[config.mk]
export PLATFORM = sky130hd
export DESIGN_NAME = mem_arbiter
export DESIGN_NICKNAME = d
export VERILOG_FILES = /design/src/rtl/cpu_types_pkg.sv /design/src/rtl/mem_arbiter.sv
export SDC_FILE = /design/constraint.sdc
export NUM_CORES = 1
export LEC_CHECK = 0
export ABC_AREA = 1
export BUFFER_PORTS_ARGS = -buffer_cell sky130_fd_sc_hd__buf_4
export CAP_MARGIN = 20
export CORE_AREA = 3 3 103 105
export DETAILED_ROUTE_END_ITERATION = 7
export DIE_AREA = 0 0 106 108
export MAX_ROUTING_LAYER = met4
export PLACE_DENSITY = 0.57
export REMOVE_ABC_BUFFERS = 1
export SLEW_MARGIN = 20
export SYNTH_ARGS = -nofsm -noshare
export SYNTH_HDL_FRONTEND = slang
export SYNTH_SLANG_ARGS = --single-unit
export TNS_END_PERCENT = 10
[constraint.sdc]
create_clock -name CLK -period 1.4 [get_ports CLK]
set_input_delay 0 -clock CLK [delete_from_list [all_inputs] [get_ports CLK]]
set_output_delay 0 -clock CLK [all_outputs]
set_load 0.01 [all_outputs]
[src/rtl/cpu_types_pkg.sv]
// Shared CPU-side types: RAM handshake states, arbiter FSM states and the machine word.
package cpu_types_pkg;

    localparam int unsigned WORD_W = 32;

    typedef logic [WORD_W-1:0] word_t;

    typedef enum logic [1:0] {
        FREE   = 2'd0,
        BUSY   = 2'd1,
        ACCESS = 2'd2,
        ERROR  = 2'd3
    } ramstate_t;

    typedef enum logic [1:0] {
        IDLE   = 2'd0,
        I_XFER = 2'd1,
        D_XFER = 2'd2
    } arb_state_t;

endpackage

[src/rtl/mem_arbiter.sv]
// Single-port RAM arbiter between the icache and dcache; data side wins,
// bounded by a starvation counter that forces an instruction fill through.
module mem_arbiter
    import cpu_types_pkg::*;
#(
    parameter int unsigned ADDR_W     = 32,
    parameter int unsigned DATA_W     = 32,
    parameter int unsigned STARVE_MAX = 4
) (
    input  logic              CLK,
    input  logic              nRST,
    input  logic              iREN,
    input  logic [ADDR_W-1:0] iaddr,
    output logic              iwait,
    output logic [DATA_W-1:0] iload,
    input  logic              dREN,
    input  logic              dWEN,
    input  logic [ADDR_W-1:0] daddr,
    input  logic [DATA_W-1:0] dstore,
    output logic              dwait,
    output logic [DATA_W-1:0] dload,
    output logic              ramREN,
    output logic              ramWEN,
    output logic [ADDR_W-1:0] ramaddr,
    output logic [DATA_W-1:0] ramstore,
    input  logic [DATA_W-1:0] ramload,
    input  logic [1:0]        ramstate
);

    localparam int unsigned STARVE_W = $clog2(STARVE_MAX + 1);

    arb_state_t          state, next_state;
    logic [STARVE_W-1:0] starve, next_starve;
    ramstate_t           rstate;
    logic                d_req;
    logic                i_done;
    logic                d_done;

    assign rstate = ramstate_t'(ramstate);
    assign d_req  = dREN | dWEN;
    assign iload  = ramload;
    assign dload  = ramload;

    // State and starvation counter registers.
    always_ff @(posedge CLK or negedge nRST) begin
        if (!nRST) begin
            state  <= IDLE;
            starve <= '0;
        end else begin
            state  <= next_state;
            starve <= next_starve;
        end
    end

    // Grant decision, RAM port drive and wait generation from the live requests.
    always_comb begin
        next_state  = state;
        next_starve = starve;
        iwait       = 1'b1;
        dwait       = 1'b1;
        ramREN      = 1'b0;
        ramWEN      = 1'b0;
        ramaddr     = '0;
        ramstore    = '0;
        i_done      = 1'b0;
        d_done      = 1'b0;

        case (state)
            IDLE: begin
                if (d_req && (!iREN || (starve < STARVE_W'(STARVE_MAX)))) begin
                    next_state = D_XFER;
                end else if (iREN) begin
                    next_state = I_XFER;
                end
            end
            I_XFER: begin
                // A dropped request aborts: enables fall in the same cycle.
                if (!iREN) begin
                    next_state = IDLE;
                end else begin
                    ramREN  = 1'b1;
                    ramaddr = iaddr;
                    if (rstate == ACCESS) begin
                        iwait      = 1'b0;
                        i_done     = 1'b1;
                        next_state = IDLE;
                    end
                end
            end
            D_XFER: begin
                if (!d_req) begin
                    next_state = IDLE;
                end else begin
                    ramaddr  = daddr;
                    ramstore = dstore;
                    ramWEN   = dWEN;
                    ramREN   = dREN & ~dWEN;
                    if (rstate == ACCESS) begin
                        dwait      = 1'b0;
                        d_done     = 1'b1;
                        next_state = IDLE;
                    end
                end
            end
            default: begin
                next_state = IDLE;
            end
        endcase

        // Count data completions that overtook a waiting fill; saturate at the limit.
        if (!iREN || i_done) begin
            next_starve = '0;
        end else if (d_done && (starve < STARVE_W'(STARVE_MAX))) begin
            next_starve = starve + STARVE_W'(1);
        end
    end

endmodule
Yosys cells after proc, flatten, opt, wreduce, memory -nomap -nowiden
Cells that the tools add are included. W data, S select, Z words.

Add/sub/neg operators: 1. $lt $le $gt $ge: 1. Bitwise gates (word level): 3. Muxes and demuxes: 28. Eq/ne operators: 4. Reduce and logical (&&, ||, !) cells: 7.

Operators with widths (count): $mux W32 (4); $pmux W32 S2 (1); $mux W1 (14); $mux W2 (5); $mux W3 (2); $pmux W2 S3 (1); $eq A2 B2 Y1 const B (2); $add A3 B1 Y3 const B (1); $lt A3 B3 Y1 const B (1); $ne A3 B3 Y1 const B (1); $eq A2 B1 Y1 const B (1); $logic_and A1 B1 Y1 (2); $logic_not A2 Y1 (1); $logic_or A1 B1 Y1 (2); $pmux W1 S2 (1); $reduce_bool A2 Y1 (1); $and A1 B1 Y1 (1); $logic_not A1 Y1 (1); $not A1 Y1 (1); $or A1 B1 Y1 (1).

Register bits after elaboration: 5. Input port bits: 135. Word-level logic and storage cells: 46. Output and inout bits: 132.

Longest topological paths before layout
Depth after elaboration: 7. Gate-level depth with buffers: 8. Mapped depth without buffers: 8.

Worst setup path before layout
No wires, ideal clock.

Kind: reg-to-output. Start: register state[0]. End: output ramaddr[0]. Buffers on the path: 1. Required time: 1.400 ns. Stages on the path, launching flop included: 8. Setup slack: 0.079 ns. Data arrival time: 1.321 ns. Cells stage by stage: dfrtp_1 -> inv_1 -> ha_1 -> inv_1 -> nor2_4 -> buf_4 -> nand2_1 -> a21oi_1.

Word-level cells in the longest chain between the ends: 2. Elaborated cells between the ends (all ways): 3. Those cells by class: eq/ne (2); mux (1).

RTL lines: start: declaration (RTL line mem_arbiter.sv:32) `arb_state_t state, next_state;`; start signal: assignment (RTL line mem_arbiter.sv:50) `state <= next_state;`; $eq A2 B2 Y1 / $eq A2 B1 Y1 (equally long branches) (RTL line mem_arbiter.sv:68) `case (state)`; $pmux W32 S2 (*) (RTL line mem_arbiter.sv:68); end: declaration (RTL line mem_arbiter.sv:24) `output logic [ADDR_W-1:0] ramaddr,`.

Mark *: on every way between the ends. The rest lies on a longest branch, timed or not.

Worst setup path after layout
Start: register state[1]. End: output ramaddr[2].

Same word-level chain as after synthesis.

==> flow_summary.yaml <==
sta:
  max_freq_mhz: 616
  worst_slew_pin_slew_ps: 620
  finalClockSkew_ps: 0.152
  maxSlewViolCount: 0
  slew_headroom_pct: 58.5
  fin_setup_tns_ps: -9490
  setup_viol: 70
  fin_crit_ps: 1620
  finalHoldViolations: 0
  rsz0062_at_grt: "true"
  min_period_over_period_pct: 116
  setup_ws_ps: -225
clocking:
  root_buffer: "clkbuf_8"
  cts_buffers: 3
  path_clk_slew_ps: 30
  clock_path_buffers: 2
  cts_tree: "built"
  clkSinkCount: 5
  cts_max_level: 1
  clock_latency_ps: 220
yosys:
  syn_area_per_cell_sq_um: 5.36
  syn_inst: 299
  synth_area_sq_um: 1600
  synth-seq-area-share_pct: 7.81
  ys_ff_latch: 5
  ys_types: 16
  yosys_warnings: 0
drt:
  drt-total-wl_um: 9280
  wl_met3_um: 1590
  dr_wl_met2_um: 3870
  drc: 0
  maxUsedRoutingLayer: "met4"
  wl_per_cell_um: 16.8
  firstDrtPassIters: 4
  dr.first_iter.drc_count: 138
  met1Wirelength_um: 3730
  vias: 2344
  ant_nets: 0
  vias_per_cell: 4.24
power_and_ir_drop:
  p_leak_nw: 1.62
  worst_ir_drop_vdd_mv: 1.24
  finalPower_mw: 4.01
  powerDensity_nw_per_um2: 1340
outcome:
  status: "complete, but fails checks"
  violations: "negative setup slack"
setup_path:
  r2r-end: "starve[2]$_DFFE_PN0P_"
  rr_startpoint: "state[1]$_DFFE_PN0P_"
  critPathCaptureType: "output pin"
  start_kind: "flop"
  r2r_cells: 9
  r2r_slack_ps: -70
  path_class: "reg -> out"
  critPathArrivalTime_ps: 1620
  required_ps: 1400
  worstSetupEndpoint: "ramaddr[2]"
  crit_start: "state[1]$_DFFE_PN0P_"
  cp_max_fo: 13
finish:
  final_cells: 553
  regArea_sq_um: 125
  fillers: 1088
  diodes: 0
  final_cell_mix: "buf_4 (180), nand2_1 (79), inv_1 (39)"
  syn_to_final_growth_pct: 86.9
  final_cell_area_sq_um: 3000
  multi_input_area_sq_um: 931
  final_common_cell: "buf_4"
  drive_gt1_share_pct: 56.4
  fin_nets: 561
placement:
  place.gp.congestion: 0.861
  io_buffers: 170
  dp_slack_ps: -40.3
  dp_hpwl_um: 7380
  post-place-cells: 539
  place_area_sq_um: 2650
floorplanning:
  die_area_sq_um: 11400
  core_sq_um: 9730
  io_pins: 267
  start_util_pct: 16.5
  die_y_um: 108
  dieWidth_um: 106
  rows: 36
run:
  cap_violations: 0
min_path:
  hp-class: "in -> out"
grt:
  grt_usage_pct: 14.6
  grt_pass1_wl_um: 12500
  grt_pass1_vias: 2189
  gr-total-overflow: 0
  grt_max_degree: 33
  grt_antenna_before_repair: 0
[cell type report]
class,instances,share of cell area (%)
Multi-Input combinational cell,173,31.1
Timing Repair Buffer,193,51.8
Clock buffer,4,1.50
Tap cell,133,5.56
Inverter,45,5.85
Sequential cell,5,4.18
[cell usage after synthesis, drive strengths merged]
master	count	area share, %
a21boi	1	0.47
a21oi	34	11
buf	73	33
clkbuf	3	0.70
clkinv	1	0.23
dfrtp	5	7.8
ha	5	3.9
inv	44	10
nand2	85	20
nand3	6	1.9
nand3b	2	0.94
nor2	38	9.4
o21ai	2	0.62
[critical path, stage by stage (launching register included)]
cell	delay (ps)
dfrtp_1	380
buf_6	120
ha_4	130
inv_2	50
nor2_4	160
buf_6	180
nand2_1	90
a21oi_2	160
buf_4	140
[through the flow]
step,hold slack (ps),utilization (%)
finish,0.0327,30.8
floorplan,-296,-
global placement,-193,27.3
detailed placement,-191,27.3
global route,0.117,30.8
CTS,0.112,30.3
[layer usage]
metal	vias up	global-route usage, %
li1	1068	-
met1	1067	17.5
met2	191	19.4
met3	18	11.5
met4	0	1.94
met5	-	-
[how the worst min path moves through the flow]
stage,startpoint,slack [ps],endpoint,depth (start not counted)
after global placement,nRST,-190,starve[0]$_DFFE_PN0P_,1
after CTS,ramload[13],0.1,dload[13],0
after global routing,ramload[13],0.1,dload[13],0
final,ramload[13],0.03,dload[13],0
after floorplan,nRST,-300,starve[0]$_DFFE_PN0P_,0
after detailed placement,nRST,-190,state[1]$_DFFE_PN0P_,1
[cells by family (layout without fill, tap and decap cells)]
family / count (synthesis) / after routing / share of synthesized area (%)
compound gates: 37 / 37 / 11.7
flops: 5 / 5 / 7.81
simple gates: 131 / 131 / 32.1
fa+ha+maj: 5 / 5 / 3.90
buf+inv: 121 / 242 / 44.5
[registers in the layout, indices dropped and copies added, names as in the netlist]
name,flops
starve,3
state,2
[repair_timing]
action	in CTS	in global routing
endpoints found under the hold margin	5	0
hold buffers	1	0
pin swaps	4	8
gates cloned	2	1
setup buffers	7	1
endpoints found under the setup margin	68	71
resized for setup	39	17
[power by group]
| part | total (mW) | leakage [nW] | switching (mW) | internal (mW) |
|---|---|---|---|---|
| clock | 0.264 | 0.0228 | 0.0691 | 0.195 |
| combinational | 3.55 | 1.53 | 1.81 | 1.74 |
| sequential | 0.200 | 0.0671 | 0.0261 | 0.174 |
| total | 4.01 | 1.62 | 1.90 | 2.11 |
Power figures use the tool's default switching activity.
